[config.mk]
export PLATFORM = sky130hd
export DESIGN_NAME = audio_seq_ctrl
export DESIGN_NICKNAME = d
export VERILOG_FILES = /design/src/rtl/audio_pkg.sv /design/src/rtl/edge_detect.sv /design/src/rtl/audio_seq_ctrl.sv
export SDC_FILE = /design/constraint.sdc
export NUM_CORES = 1
export LEC_CHECK = 0
export CAP_MARGIN = 0
export CORE_ASPECT_RATIO = 1.5
export CORE_MARGIN = 4
export CORE_UTILIZATION = 45
export DETAILED_ROUTE_END_ITERATION = 7
export GPL_TIMING_DRIVEN = 0
export PLACE_DENSITY = 0.77
export SYNTH_ARGS = -nofsm -noshare
export SYNTH_HDL_FRONTEND = slang
export SYNTH_HIERARCHICAL = 1
export SYNTH_SLANG_ARGS = --single-unit
[constraint.sdc]
create_clock -name clk -period 3.2 [get_ports clk]
set_input_delay 0.64 -clock clk [delete_from_list [all_inputs] [get_ports clk]]
set_output_delay 0.64 -clock clk [all_outputs]
set_load 0.005 [all_outputs]
[src/rtl/audio_pkg.sv]
// Shared definitions for the audio record/playback sequencer: default geometry
// and the controller state encoding.
package audio_pkg;

    localparam int unsigned DEPTH_DEFAULT = 125000;
    localparam int unsigned AW_DEFAULT    = 17;
    localparam int unsigned DW_DEFAULT    = 16;

    typedef enum logic [2:0] {
        IDLE       = 3'd0,
        RECORD     = 3'd1,
        PLAY_WAIT  = 3'd2,
        PLAY_RD    = 3'd3,
        PLAY_LATCH = 3'd4
    } state_e;

endpackage

[src/rtl/edge_detect.sv]
// Rising-edge pulse generator for an already-synchronised button level.
// Stays disarmed for the first clock after reset so no edge is taken before the second edge.
module edge_detect (
    input  logic clk,
    input  logic rst_n,
    input  logic level_i,
    output logic pulse_o
);

    logic armed_q;
    logic prev_q;

    // History is only captured once armed, so a level already high at reset
    // release still counts as an edge on the second clock.
    always_ff @(posedge clk or negedge rst_n) begin
        if (!rst_n) begin
            armed_q <= 1'b0;
            prev_q  <= 1'b0;
        end else begin
            armed_q <= 1'b1;
            if (armed_q) begin
                prev_q <= level_i;
            end
        end
    end

    assign pulse_o = armed_q & level_i & ~prev_q;

endmodule

[src/rtl/audio_seq_ctrl.sv]
// Record/playback sequencer: streams deserialized samples into an external
// single-port memory and replays them to the PWM stage on request.
module audio_seq_ctrl
    import audio_pkg::*;
#(
    parameter int unsigned DEPTH = DEPTH_DEFAULT,
    parameter int unsigned AW    = AW_DEFAULT,
    parameter int unsigned DW    = DW_DEFAULT
) (
    input  logic          clk,
    input  logic          reset_n,
    input  logic          rec_btn,
    input  logic          play_btn,
    input  logic          sample_valid,
    input  logic [DW-1:0] sample_data,
    input  logic          pwm_req,
    input  logic [DW-1:0] mem_rdata,
    output logic          mem_en,
    output logic          mem_we,
    output logic [AW-1:0] mem_addr,
    output logic [DW-1:0] mem_wdata,
    output logic          deser_en,
    output logic          pwm_en,
    output logic [DW-1:0] pwm_sample,
    output logic [AW-1:0] rec_len,
    output logic          busy,
    output logic          rec_done,
    output logic          play_done
);

    localparam logic [AW-1:0] LAST_ADDR = AW'(DEPTH - 1);
    localparam logic [AW-1:0] ONE       = AW'(1);

    state_e        state_q, state_d;
    logic [AW-1:0] addr_q, addr_d;
    logic [AW-1:0] rec_len_q, rec_len_d;
    logic [DW-1:0] pwm_sample_q, pwm_sample_d;
    logic          rec_edge;
    logic          play_edge;

    edge_detect u_rec_edge (
        .clk     (clk),
        .rst_n   (reset_n),
        .level_i (rec_btn),
        .pulse_o (rec_edge)
    );

    edge_detect u_play_edge (
        .clk     (clk),
        .rst_n   (reset_n),
        .level_i (play_btn),
        .pulse_o (play_edge)
    );

    always_ff @(posedge clk or negedge reset_n) begin
        if (!reset_n) begin
            state_q      <= IDLE;
            addr_q       <= '0;
            rec_len_q    <= '0;
            pwm_sample_q <= '0;
        end else begin
            state_q      <= state_d;
            addr_q       <= addr_d;
            rec_len_q    <= rec_len_d;
            pwm_sample_q <= pwm_sample_d;
        end
    end

    always_comb begin
        state_d      = state_q;
        addr_d       = addr_q;
        rec_len_d    = rec_len_q;
        pwm_sample_d = pwm_sample_q;
        mem_en       = 1'b0;
        mem_we       = 1'b0;
        mem_addr     = addr_q;
        mem_wdata    = '0;
        deser_en     = 1'b0;
        pwm_en       = 1'b0;
        rec_done     = 1'b0;
        play_done    = 1'b0;

        case (state_q)
            IDLE: begin
                if (rec_edge) begin
                    state_d   = RECORD;
                    addr_d    = '0;
                    rec_len_d = '0;
                end else if (play_edge) begin
                    state_d = PLAY_WAIT;
                    addr_d  = '0;
                end
            end

            RECORD: begin
                deser_en = 1'b1;
                if (sample_valid) begin
                    mem_en    = 1'b1;
                    mem_we    = 1'b1;
                    mem_wdata = sample_data;
                    addr_d    = addr_q + ONE;
                    rec_len_d = rec_len_q + ONE;
                end
                // A stop request still commits a sample arriving in the same cycle.
                if (rec_edge || (sample_valid && (addr_q == LAST_ADDR))) begin
                    rec_done = 1'b1;
                    state_d  = IDLE;
                end
            end

            PLAY_WAIT: begin
                if (play_edge || (rec_len_q == '0)) begin
                    play_done = 1'b1;
                    addr_d    = '0;
                    state_d   = IDLE;
                end else begin
                    pwm_en = 1'b1;
                    if (pwm_req) begin
                        state_d = PLAY_RD;
                    end
                end
            end

            PLAY_RD: begin
                pwm_en = 1'b1;
                if (play_edge) begin
                    play_done = 1'b1;
                    addr_d    = '0;
                    state_d   = IDLE;
                end else begin
                    mem_en  = 1'b1;
                    state_d = PLAY_LATCH;
                end
            end

            PLAY_LATCH: begin
                pwm_en = 1'b1;
                if (play_edge) begin
                    play_done = 1'b1;
                    addr_d    = '0;
                    state_d   = IDLE;
                end else begin
                    pwm_sample_d = mem_rdata;
                    if (addr_q == (rec_len_q - ONE)) begin
                        play_done = 1'b1;
                        addr_d    = '0;
                        state_d   = IDLE;
                    end else begin
                        addr_d  = addr_q + ONE;
                        state_d = PLAY_WAIT;
                    end
                end
            end

            default: begin
                state_d = IDLE;
            end
        endcase
    end

    assign busy       = (state_q != IDLE);
    assign rec_len    = rec_len_q;
    assign pwm_sample = pwm_sample_q;

endmodule

== Word-level counts from Yosys, hierarchy flattened ==
Cells that the tools add are included.

* Output and inout port bits: 73
* Logic and storage cells: 77
* Register bits: 56
* Input port bits: 38

* Bitwise logic cells: 7
* Mux-type cells: 35
* Equal/unequal tests: 12
* Reduce and logical (&&, ||, !) cells: 13
* Add/sub/neg operators: 3

{| class="wikitable"
|+ Operators with widths
! operator !! count
|-
| 17-bit two-way mux || 8
|-
| 17-bit case mux with 5 select lines || 1
|-
| 17-bit by 1-bit adder with 17-bit output (second input constant) || 2
|-
| 17-bit case mux with 2 select lines || 1
|-
| 16-bit two-way mux || 2
|-
| 3-bit two-way mux || 6
|-
| 17-bit equality test || 1
|-
| 17-bit equality test (second input constant) || 1
|-
| 17-bit logical NOT || 1
|-
| 17-bit by 1-bit subtractor with 17-bit output (second input constant) || 1
|-
| 3-bit case mux with 5 select lines || 1
|-
| 1-bit two-way mux || 11
|-
| 3-bit AND reduction || 3
|-
| 2-bit != test (second input constant) || 4
|-
| 3-bit by 2-bit equality test with 1-bit output (second input constant) || 2
|-
| 3-bit != test (second input constant) || 2
|-
| 5-bit nonzero test || 1
|-
| 1-bit AND || 4
|-
| 2-bit two-way mux || 2
|-
| 1-bit case mux with 2 select lines || 2
|-
| 3-bit by 1-bit equality test with 1-bit output (second input constant) || 1
|-
| 3-bit equality test (second input constant) || 1
|-
| 3-bit logical NOT || 1
|-
| 1-bit inverter || 3
|-
| 7 further kinds || 8
|}

== Depth between registers and ports, before layout ==
Gate-level depths: netlist (run 1).

* Depth after elaboration: 5
* Depth in mapped cells: 12

== Hierarchy ==
The synthesis (run 1) kept the hierarchy.

{| class="wikitable"
|+ By module, submodules not included
! module !! cells an instance !! area each (sq um) !! instances !! sequential area each (sq um)
|-
| audio_seq_ctrl || 378 || 3473.3 || 1 || 1326.3
|-
| edge_detect || 5 || 78.8 || 2 || 50.0
|}

== Least setup slack after synthesis (run 1) ==
Ideal clock, no wire load.

* Path kind: register -> output
* From: reg rec_len_q[0], in the netlist rec_len[0]
* To: out play_done
* Cell stages (with the launch flop): 10
* Arrival: 2.321 ns
* Buffers on the path: 1
* Setup slack: 0.239 ns
* Cells stage by stage: dfrtp_1 clkbuf_1 inv_1 ha_1 or4b_4 nor4_2 o2111ai_1 nor4_4 nand4_1 o21ai_0

* Longest elaborated chain between the ends: 5
* Elaborated cells between the ends (all ways): 8
* Classes of those cells: add/sub (1); eq/ne (1); mux (4); reduce/logical (2)

{| class="wikitable"
|+ RTL lines
! element !! line !! text
|-
| start, declared || audio_seq_ctrl.sv:36 || <nowiki>logic [AW-1:0] rec_len_q, rec_len_d;</nowiki>
|-
| start signal, assigned || audio_seq_ctrl.sv:64 || <nowiki>rec_len_q <= rec_len_d;</nowiki>
|-
| 17-bit by 1-bit subtractor with 17-bit output || audio_seq_ctrl.sv:144 || <nowiki>if (addr_q == (rec_len_q - ONE)) begin</nowiki>
|-
| 17-bit equality test || audio_seq_ctrl.sv:144 ||
|-
| 1-bit two-way mux || audio_seq_ctrl.sv:144 ||
|-
| 1-bit two-way mux || audio_seq_ctrl.sv:138 || <nowiki>if (play_edge) begin</nowiki>
|-
| 1-bit case mux with 3 select lines (*) || audio_seq_ctrl.sv:83 || <nowiki>case (state_q)</nowiki>
|-
| end, declared || audio_seq_ctrl.sv:28 || <nowiki>output logic play_done</nowiki>
|}

Mark *: on every way between the ends. The rest lies on a longest branch, timed or not.

== Final worst setup path (run 1) ==
* From: reg rec_len_q[1], in the netlist rec_len[1]
* To: out play_done

Same word-level chain as after synthesis.

==> results of run 1 <==
[kinds of logic (layout without fill, tap and decap cells)]
group           after synthesis  after routing  share of synthesized area, %
buf+inv                      37            174                          4.72
compound gates               67             67                          13.0
flops                        57             57                          39.3
fa+ha+maj                     3              3                          1.03
simple gates                166            166                          26.7
mux                          20             20                          6.34
other cells                   2              2                         0.207
xor+xnor                     36             36                          8.68
[path summary, 6_finish.rpt]
path | from | endpoint | cells past startpoint
max | rec_len[1] | play_done | 11
min | reset_n | rec_len[12] | 1
max reg2reg | rec_len[2] | mem_addr[2] | 10
min reg2reg | pwm_sample[6] | pwm_sample[6] | 1
max in group asynchronous | reset_n | pwm_sample[6] | 2
min in group clk | pwm_sample[6] | pwm_sample[6] | 1
[registers in the layout, summed over array words and instances, names as in the netlist]
| name | count |
|---|---|
| pwm_sample | 16 |
| rec_len | 17 |
| u_play_edge/prev_q | 1 |
| u_rec_edge/prev_q | 1 |
| u_rec_edge/armed_q | 1 |
| mem_addr | 17 |
| u_play_edge/armed_q | 1 |
| state_q | 3 |
[cell type report]
| type | count | area (µm²) | area share (%) |
|---|---|---|---|
| Multi-Input combinational cell | 294 | 2130 | 39.8 |
| Sequential cell | 57 | 1430 | 26.8 |
| Timing Repair Buffer | 125 | 1220 | 22.9 |
| Clock buffer | 13 | 260 | 4.87 |
| Tap cell | 102 | 128 | 2.39 |
| Buffer | 20 | 109 | 2.04 |
| Inverter | 13 | 48.8 | 0.914 |
| Clock inverter | 3 | 15.0 | 0.281 |
[worst max-delay path: stages, from the launching register on]
cell and delay [ps]:
dfrtp_2 410, inv_2 70, ha_4 140, or4b_4 470, buf_4 170, nor3_4 170
a21oi_2 90, a2111oi_4 360, nand4_1 180, buf_6 170, o21ai_2 100, buf_2 120
[routing by layer]
metal	global-route usage (%)	up-vias	wire, µm	part of all wire (%)
li1	-	1649	-	-
met2	41.3	161	5990	53
met5	0	-	0	0
met4	13.3	0	445	3.9
met3	5.13	36	715	6.3
met1	26.4	1674	4120	37
[timing repair]
action	in CTS	in global routing
pin swaps	9	7
gates cloned	0	0
endpoints found under the setup margin	30	23
buffers inserted	9	5
gates resized for setup	20	10
hold endpoints to repair	0	0
[through the flow]
| stage | instance area, µm² | utilization [%] | power [mW] | setup slack [ps] | hold slack (ps) |
|---|---|---|---|---|---|
| after floorplan | 3630 | - | 1.86 | 239 | 344 |
| after detailed placement | 4870 | 62.8 | 2.54 | -747 | 495 |
| final | 5340 | 68.8 | 3.67 | -223 | 297 |
| after global placement | 4860 | 62.6 | 2.49 | -672 | 485 |
| after global routing | 5340 | 68.8 | 3.86 | -343 | 339 |
| after CTS | 5270 | 67.9 | 3.59 | -177 | 314 |
[placed cells by master, fill, tap and decap left out, types with 3 or more instances in the layout]
cell / count
nand4b_1: 4
xnor2_1: 17
buf_6: 6
inv_1: 10
and2_1: 19
nor3_1: 6
nand2b_1: 4
or3_1: 5
nor4_4: 3
clkbuf_1: 17
clkbuf_16: 9
nand3_1: 16
o22ai_1: 4
buf_4: 12
and3_1: 5
nor2_1: 32
a21oi_1: 7
a31oi_1: 11
inv_2: 3
xor2_1: 18
dfrtp_2: 4
mux2_2: 16
nor3b_1: 3
o21ai_0: 17
nand2_1: 30
clkdlybuf4s50_1: 108
clkinv_2: 3
nand4_1: 9
or2_2: 4
nor4_1: 3
dfrtp_1: 53
[power by group through the flow]
stage / Sequential [mW] / Combinational (mW) / Clock [mW]
after floorplan: 0.984 / 0.875 / 0
after global placement: 0.980 / 1.51 / 0
after detailed placement: 0.990 / 1.55 / 0
after CTS: 0.971 / 1.73 / 0.893
after global routing: 0.987 / 1.93 / 0.941
final: 0.971 / 1.80 / 0.895
==> impl_results.rst, run 1 <==
.. list-table::
   :header-rows: 1

   * - Metric
     - Value
   * - Static leakage power
     - roughly 2.2 nW
   * - Worst Max-Slew Pin Slew
     - about 840 ps
   * - HPWL reported at the end of detailed placement
     - around 8 mm
   * - Vias per inst
     - roughly 5.6
   * - Crit path DAT
     - about 2800 ps
   * - Clk Latency, worst-skew pair
     - 330 ps
   * - Achievable Freq
     - around 0.3 GHz
   * - Clock group share of total power
     - around 24%
   * - DRT Pass-1 Iters
     - 5
   * - Max rail drop VDD
     - approximately 0.0005 V
   * - Required time of the critical path
     - approximately 2600 ps
   * - Port-buffer cells
     - 110
   * - Sequential element share of the synthesized area
     - between 30% and 40%
   * - Power density cells
     - ~690 nW/µm²
   * - Distinct cell type count after synthesis
     - 67
   * - Skew final
     - a little under 9 ps
   * - Overall track demand over capacity in global routing
     - about 24%
   * - Post-Layout Cell Count
     - around 630
   * - Fraction of post-synthesis cell area in the top cell type by area
     - about two fifths
   * - Effective utilization at floorplan
     - ~47%
   * - Initial detailed-routing violation count
     - 242
   * - Standard-cell row count
     - 39
   * - CTS tree
     - yes
   * - Antenna violations before repair
     - 0
   * - Ant. Diodes
     - 0
   * - Clock buffers created by TritonCTS
     - 9
   * - Wire length of the first global-routing pass
     - ~18 mm
   * - Ratio of cells with drive above 1 in the final layout
     - around 18%
   * - Maximum net fanout on the critical path
     - 4
   * - Net count after synthesis
     - around 430
   * - Post-synthesis cell type with the largest combined area
     - dfrtp_1
   * - Number of global-route vias before repair
     - ~3600
   * - Max clock buf depth
     - 2
   * - Sort of element at the start of the critical path
     - flip-flop
   * - Drt wl/cell
     - 18.0 µm
   * - Proportion of power drawn by combinational gates
     - between 40% and 50%
   * - H-tree depth
     - 3
   * - Top area cells in the synthesized netlist
     - dfrtp_1 39%, mux2_2 5.0%, xnor2_1 4.3%
   * - Worst setup slack after layout
     - -223 ps
   * - Die boundary width
     - slightly above 80 µm
   * - Post-route antenna net violation count
     - 0
   * - Max-slew violation count
     - 0
   * - TritonCTS sink count
     - between 50 and 60
   * - Unrepaired setup endpoints after global routing
     - true
   * - Prevailing post-synth register cell
     - dfrtp_1
   * - Post-CTS Hold Fix Bufs
     - 0
   * - Pin count of the biggest net entering global routing
     - 36
   * - Core footprint
     - a little under 8000 µm²
   * - Total standard cell area after synthesis
     - 3630 µm²
   * - Register clock-pin slew on the reported worst setup and hold paths
     - ~60 ps
   * - Synthesized instance count
     - between 300 and 400
   * - Synth warn
     - 6
   * - Class of the most critical setup path
     - flip-flop to output pin
   * - DIE AREA
     - between 9000 and 10000 µm²
   * - Average cell area after synthesis
     - 9.36 µm²
   * - Number of enable flip-flop cells after synthesis
     - 0
   * - Number of hold violations in the final report
     - 0
   * - Internal Pwr Total
     - about 2.4 mW
   * - Path class of the lowest-slack min-delay path
     - input pin to asynchronous set/reset pin
   * - Failing checks
     - negative setup slack
   * - CTS root buffer
     - clkbuf_16
   * - Final count of negative-setup-slack endpoints
     - 18
   * - Fin crit period
     - 3420 ps
   * - Count of maximum capacitance violations
     - 0
   * - Outcome
     - finished with violations
   * - Detailed-route via count
     - 3520
   * - Fillcell total
     - slightly above 600
   * - Psw
     - ~1.3 mW
   * - Synth Register Bits
     - between 50 and 60
   * - Final setup TNS
     - -931 ps
   * - RePlAce Congestion
     - a little over 0.9
   * - FFs w/ async S/R, synth
     - 100%
   * - Most frequent cells after synthesis
     - 57 x dfrtp_1, 33 x nor2_1, 30 x nand2_1, 19 x and2_1
   * - Setup crit end kind
     - output pin
   * - DR DRC count
     - 0
   * - Post-route fraction of the period consumed by the critical path
     - 107%
   * - Number of placed I/O pins
     - about 110
   * - Die Ht
     - ~120 µm
   * - Reg2reg setup slack
     - approximately 240 ps
   * - Area grow syn2layout
     - 47.1%
   * - Relative contribution of sequential cells to total power
     - 26.5%
   * - Total Routed Length
     - between 10 and 15 mm
   * - Number of placed cells counting well taps
     - 601
   * - Layout net count
     - between 500 and 600
   * - Overall overflow remaining after global route
     - 0
   * - Max-slew headroom
     - between 40% and 50%
   * - Proportion of total power due to net switching
     - between 30% and 40%
   * - Most used standard cell by instance count after synthesis
     - dfrtp_1
(Power assumes the default switching activity.)
==> run 2, diff against run 1 <==
- GPL_TIMING_DRIVEN: 0 -> default
==> impl_results.rst, run 2 (synthesis results as in run 1) <==
.. list-table::
   :header-rows: 1

   * - Metric
     - Value
   * - Drt wl/cell
     - 17.5 µm (was 18.0 µm)
   * - Max clock buf depth
     - 2 (unchanged)
   * - Detailed-route via count
     - 3628 (was 3520)
   * - Clock buffers created by TritonCTS
     - 9 (unchanged)
   * - Ant. Diodes
     - 0 (unchanged)
   * - Total area of sequential cells
     - 1430 µm² (about the same)
   * - Fin crit period
     - 3400 ps (was 3420 ps)
   * - CTS root buffer
     - clkbuf_16 (unchanged)
   * - Effective utilization at floorplan
     - 46.8% (unchanged)
   * - Max-slew violation count
     - 0 (unchanged)
   * - HPWL reported at the end of detailed placement
     - 8.43 mm (was 8.02 mm)
   * - CTS tree
     - yes (unchanged)
   * - Failing checks
     - negative setup slack (unchanged)
   * - Die boundary width
     - 81.3 µm (unchanged)
   * - Outcome
     - finished with violations (unchanged)
   * - Initial detailed-routing violation count
     - 169 (was 242)
   * - Fillcell total
     - 590 (was 618)
   * - Ratio of cells with drive above 1 in the final layout
     - 23.0% (was 17.5%)
   * - Commonest cells after routing, fill and taps aside
     - 107 x clkdlybuf4s50_1, 59 x buf_4, 57 x dfrtp_1, 32 x nor2_1, 30 x nand2_1 (was 108 x clkdlybuf4s50_1, 53 x dfrtp_1, 32 x nor2_1, 30 x nand2_1, 19 x and2_1)
   * - Post-CTS Hold Fix Bufs
     - 0 (unchanged)
   * - Worst setup slack after layout
     - -204 ps (was -223 ps)
   * - Achievable Freq
     - 0.294 GHz (was 0.292 GHz)
   * - Port-buffer cells
     - 110 (unchanged)
   * - Static leakage power
     - 2.38 nW (was 2.17 nW)
   * - Max-slew headroom
     - 58.6% (was 43.7%)
   * - Crit path DAT
     - 2760 ps (was 2780 ps)
   * - Core footprint
     - 7760 µm² (unchanged)
   * - Pin count of the biggest net entering global routing
     - 26 (was 36)
   * - Post-route fraction of the period consumed by the critical path
     - 106% (was 107%)
   * - RePlAce Congestion
     - 0.860 (was 0.920)
   * - Skew final
     - 3.60 ps (was 8.75 ps)
   * - Total Routed Length
     - 11.4 mm (was 11.3 mm)
   * - Power density cells
     - 682 nW/µm² (was 687 nW/µm²)
   * - Vias per inst
     - 5.57 (was 5.61)
   * - Required time of the critical path
     - 2560 ps (about the same)
   * - DIE AREA
     - 9600 µm² (unchanged)
   * - Final count of negative-setup-slack endpoints
     - 1 (was 18)
   * - DRT Pass-1 Iters
     - 4 (was 5)
   * - TritonCTS sink count
     - 57 (unchanged)
   * - Multi-input gate area
     - 2090 µm² (was 2130 µm²)
   * - Area grow syn2layout
     - 53.1% (was 47.1%)
   * - Post-route antenna net violation count
     - 0 (unchanged)
   * - Count of maximum capacitance violations
     - 0 (unchanged)
   * - Overall track demand over capacity in global routing
     - 24.1% (was 24.0%)
   * - Path class of the lowest-slack min-delay path
     - input pin to asynchronous set/reset pin (unchanged)
   * - Class of the most critical setup path
     - flip-flop to output pin (unchanged)
   * - Leading cell type in the layout, fill and taps excluded
     - clkdlybuf4s50_1 (unchanged)
   * - Standard-cell row count
     - 39 (unchanged)
   * - Wire length of the first global-routing pass
     - 17.9 mm (was 17.8 mm)
   * - Max rail drop VDD
     - 0.000572 V (was 0.000503 V)
   * - Register clock-pin slew on the reported worst setup and hold paths
     - 50 ps (was 60 ps)
   * - Die Ht
     - 118 µm (unchanged)
   * - Sort of element at the start of the critical path
     - flip-flop (unchanged)
   * - Final Power
     - 3.79 mW (was 3.67 mW)
   * - Number of global-route vias before repair
     - 3600 (was 3599)
   * - Final core utilization
     - 71.6% (was 68.8%)
   * - Clk Latency, worst-skew pair
     - 330 ps (about the same)
   * - Unrepaired setup endpoints after global routing
     - true (unchanged)
   * - Antenna violations before repair
     - 0 (unchanged)
   * - H-tree depth
     - 3 (unchanged)
   * - Maximum net fanout on the critical path
     - 3 (was 4)
   * - Number of hold violations in the final report
     - 0 (unchanged)
   * - Overall overflow remaining after global route
     - 0 (unchanged)
   * - Reg2reg setup slack
     - 170 ps (was 240 ps)
   * - DR DRC count
     - 0 (unchanged)
   * - Reg-to-Reg Start
     - rec_len[0] (was rec_len[2])
   * - Worst Max-Slew Pin Slew
     - 621 ps (was 842 ps)
   * - Number of placed I/O pins
     - 111 (unchanged)
   * - Layout net count
     - 586 (was 561)
   * - Setup crit end kind
     - output pin (unchanged)
   * - Worst setup path start
     - rec_len[0] (was rec_len[1])
## run 2: critical path, stage by stage (launching register included)
cell and delay (ps):
dfrtp_1 380, inv_1 70, ha_2 180, or4b_4 510
buf_6 150, nor3_4 150, a21oi_2 90, a2111oi_4 360
nand4_1 250, o21ai_1 170, buf_2 130
## run 2: report_power, final
group | internal [mW] | switching, mW | leakage, nW | total (mW)
combinational | 0.987 | 0.820 | 1.47 | 1.81
clock | 0.680 | 0.311 | 0.158 | 0.991
sequential | 0.872 | 0.122 | 0.744 | 0.994
## run 2: final timing paths
check,endpoint,depth (start not counted)
setup / recovery,play_done,10
hold / removal,pwm_sample[11],1
setup reg to reg,mem_addr[6],12
hold reg to reg,pwm_sample[8],1
max in group asynchronous,mem_addr[1],2
min in group clk,pwm_sample[8],1
## run 2: final cells by class
class / instances / share of cell area, %
sequential: 57 / 25.7
clock inverter: 2 / 0.630
timing repair buffer: 170 / 27.8
inverter: 13 / 0.878
tap: 102 / 2.30
multi-input combinational: 294 / 37.7
clock buffer: 13 / 5.04
## run 2: through the flow
step / setup WS [ps] / setup TNS, ps / area [µm²] / std cells / hold WS, ps
after floorplan: 239 / 0 / 3630 / 388 / 344
after global placement: -278 / -278 / 5130 / 629 / 484
after detailed placement: -307 / -307 / 5130 / 629 / 496
after CTS: -120 / -120 / 5520 / 650 / 241
after global routing: -300 / -300 / 5560 / 651 / 261
final: -204 / -204 / 5560 / 651 / 235
## run 2: timing repair
item,CTS,global route
setup buffers,6,1
gates cloned,0,0
pin swaps,6,9
resized for setup,11,8
endpoints found under the setup margin,2,2
## run 2: layer usage
metal,up-vias,global-route usage [%],wire length (µm)
met5,-,0,0
met1,1772,26.7,4260
met4,0,11.1,330
met3,31,6.05,677
met2,136,41.8,6140
li1,1689,-,-
==> run 3, diff against run 2 <==
--- a/config.mk
+++ b/config.mk
@@ -12,2 +12,3 @@
 export DETAILED_ROUTE_END_ITERATION = 7
+export GPL_TIMING_DRIVEN = 0
 export PLACE_DENSITY = 0.77
--- a/constraint.sdc
+++ b/constraint.sdc
@@ -3,2 +3,2 @@
 set_output_delay 0.64 -clock clk [all_outputs]
-set_load 0.005 [all_outputs]
+set_load 0.05 [all_outputs]
==> impl_results.rst, run 3 (synthesis results as in run 1) <==
.. list-table::
   :header-rows: 1

   * - Metric
     - Value
   * - Crit path DAT
     - 2780 ps (was 2760 ps)
   * - Power density cells
     - 804 nW/µm² (was 682 nW/µm²)
   * - Leading cell type in the layout, fill and taps excluded
     - clkdlybuf4s50_1 (unchanged)
   * - Die Ht
     - 118 µm (unchanged)
   * - Worst setup slack after layout
     - -224 ps (was -204 ps)
   * - Initial detailed-routing violation count
     - 192 (was 169)
   * - Clock buffers created by TritonCTS
     - 9 (unchanged)
   * - Post-route antenna net violation count
     - 0 (unchanged)
   * - Setup crit end kind
     - output pin (unchanged)
   * - Core footprint
     - 7760 µm² (unchanged)
   * - Final core utilization
     - 68.9% (was 71.6%)
   * - DIE AREA
     - 9600 µm² (unchanged)
   * - HPWL reported at the end of detailed placement
     - 7.95 mm (was 8.43 mm)
   * - Layout net count
     - 566 (was 586)
   * - Antenna violations before repair
     - 0 (unchanged)
   * - CTS root buffer
     - clkbuf_16 (unchanged)
   * - Number of hold violations in the final report
     - 0 (unchanged)
   * - Vias per inst
     - 5.53 (was 5.57)
   * - Failing checks
     - negative setup slack (unchanged)
   * - Unrepaired setup endpoints after global routing
     - true (unchanged)
   * - Outcome
     - finished with violations (unchanged)
   * - Class of the most critical setup path
     - flip-flop to output pin (unchanged)
   * - Final count of negative-setup-slack endpoints
     - 1 (unchanged)
   * - Max-slew violation count
     - 0 (unchanged)
   * - DR DRC count
     - 0 (unchanged)
   * - Ordered list of cells on the worst path
     - inv_1, ha_4, or4b_4, buf_4, nor3_4, xnor2_2, nor4_4, nand4_1, o21ai_4, buf_8 (was inv_1, ha_2, or4b_4, buf_6, nor3_4, a21oi_2, a2111oi_4, nand4_1, o21ai_1, buf_2)
   * - Post-Layout Cell Count
     - 632 (was 651)
   * - Detailed-route via count
     - 3497 (was 3628)
   * - Fin crit period
     - 3420 ps (was 3400 ps)
   * - Max-slew headroom
     - 40.4% (was 58.6%)
   * - Die boundary width
     - 81.3 µm (unchanged)
   * - Overall overflow remaining after global route
     - 0 (unchanged)
   * - Max rail drop VDD
     - 0.000713 V (was 0.000572 V)
   * - Final Power
     - 4.30 mW (was 3.79 mW)
   * - CTS tree
     - yes (unchanged)
   * - Wire length of the first global-routing pass
     - 17.6 mm (was 17.9 mm)
   * - Maximum cell stage delay along the critical path
     - 480 ps (was 510 ps)
   * - Crit-path leading delay family
     - simple AND/OR/NAND/NOR gates (unchanged)
   * - Static leakage power
     - 2.21 nW (was 2.38 nW)
   * - Standard-cell row count
     - 39 (unchanged)
   * - Ant. Diodes
     - 0 (unchanged)
   * - Worst Max-Slew Pin Slew
     - 892 ps (was 621 ps)
   * - Sort of element at the start of the critical path
     - flip-flop (unchanged)
   * - Pin count of the biggest net entering global routing
     - 36 (was 26)
   * - Final setup TNS
     - -224 ps (was -204 ps)
   * - DRT Pass-1 Iters
     - 4 (unchanged)
   * - Slowest-stage cell, CP
     - or4b_4 (unchanged)
   * - Fillcell total
     - 589 (was 590)
   * - Achievable Freq
     - 0.292 GHz (was 0.294 GHz)
   * - Skew final
     - 5.28 ps (was 3.60 ps)
   * - Combined buffer and inverter count along the critical path
     - 3 (unchanged)
   * - Worst hold margin
     - 423 ps (was 235 ps)
   * - Overall track demand over capacity in global routing
     - 23.5% (was 24.1%)
   * - H-tree depth
     - 3 (unchanged)
   * - Commonest cells after routing, fill and taps aside
     - 88 x clkdlybuf4s50_1, 52 x dfrtp_1, 31 x nor2_1, 28 x nand2_1, 19 x and2_1 (was 107 x clkdlybuf4s50_1, 59 x buf_4, 57 x dfrtp_1, 32 x nor2_1, 30 x nand2_1)
   * - Worst R2R Path Depth
     - 13 (was 12)
   * - Required time of the critical path
     - 2560 ps (about the same)
   * - Count of maximum capacitance violations
     - 0 (unchanged)
   * - Total Routed Length
     - 10.6 mm (was 11.4 mm)
   * - RePlAce Congestion
     - 0.929 (was 0.860)
   * - Post-CTS Hold Fix Bufs
     - 0 (unchanged)
   * - TritonCTS sink count
     - 57 (unchanged)
   * - Clk Latency, worst-skew pair
     - 330 ps (about the same)
   * - Ratio of cells with drive above 1 in the final layout
     - 22.5% (was 23.0%)
   * - Path class of the lowest-slack min-delay path
     - input pin to asynchronous set/reset pin (unchanged)
   * - Crit path depth
     - 10 (unchanged)
   * - Effective utilization at floorplan
     - 46.8% (unchanged)
   * - Number of placed I/O pins
     - 111 (unchanged)
   * - Max clock buf depth
     - 2 (unchanged)
   * - Drt wl/cell
     - 16.8 µm (was 17.5 µm)
   * - Area grow syn2layout
     - 47.2% (was 53.1%)
   * - Number of placed cells counting well taps
     - 601 (was 629)
   * - Post-route fraction of the period consumed by the critical path
     - 107% (was 106%)
   * - Register clock-pin slew on the reported worst setup and hold paths
     - 50 ps (about the same)
   * - Maximum net fanout on the critical path
     - 4 (was 3)
   * - Number of global-route vias before repair
     - 3625 (was 3600)
   * - Port-buffer cells
     - 110 (unchanged)
-- run 3: path summary, 6_finish.rpt --
| path | startpoint | end | slack (ps) |
|---|---|---|---|
| worst min register to register | pwm_sample[0] | pwm_sample[0] | 500 |
| max in group asynchronous | reset_n | pwm_sample[0] | 2170 |
| worst max register to register | rec_len[0] | mem_addr[7] | 260 |
| worst max-delay path | rec_len[0] | play_done | -220 |
| worst min-delay path | reset_n | rec_len[13] | 420 |
| min in group clk | pwm_sample[0] | pwm_sample[0] | 500 |
-- run 3: metal layers --
metal  GRT usage, %  part of all wire (%)
met1           24.2                    37
met3           6.13                   5.8
met5              0                     0
met2           42.4                    55
met4           10.9                   2.9
-- run 3: final cells by class --
type | count | area (µm²) | area share [%]
clock inverters | 7 | 37.5 | 0.702
repair buffers | 129 | 1220 | 22.8
inverters | 13 | 48.8 | 0.913
flip-flops and latches | 57 | 1430 | 26.8
plain buffers | 21 | 119 | 2.22
well taps | 102 | 128 | 2.39
multi-input cells | 294 | 2130 | 39.9
clock buffers | 9 | 225 | 4.21
-- run 3: power by group --
| part | total, mW | switching, mW | leakage [nW] | internal, mW |
|---|---|---|---|---|
| sequential | 0.971 | 0.0978 | 0.736 | 0.873 |
| clock | 0.847 | 0.334 | 0.135 | 0.513 |
| combinational | 2.48 | 1.52 | 1.34 | 0.961 |
| total | 4.30 | 1.95 | 2.21 | 2.35 |
-- run 3: repair_timing --
action	in CTS	in global routing
resized for setup	55	30
pin swaps	10	8
setup buffers	12	6
setup endpoints to repair	31	20
-- run 3: worst reg2reg max path, delay by kind of cell (launching register included) --
family	cells	cell delay, ps
buffers and inverters	5	640
and+or+nand+nor	5	1040
AOI/OAI and AO/OA	2	580
adders and majority gates	1	140
DFF	1	400
-- run 3: through the flow --
stage               cell area, µm²  worst slack [ps]
global route                  5350              -352
finish                        5350              -224
detailed placement            4910              -972
floorplan                     3660              -133
CTS                           5310              -239
global placement              4890              -926
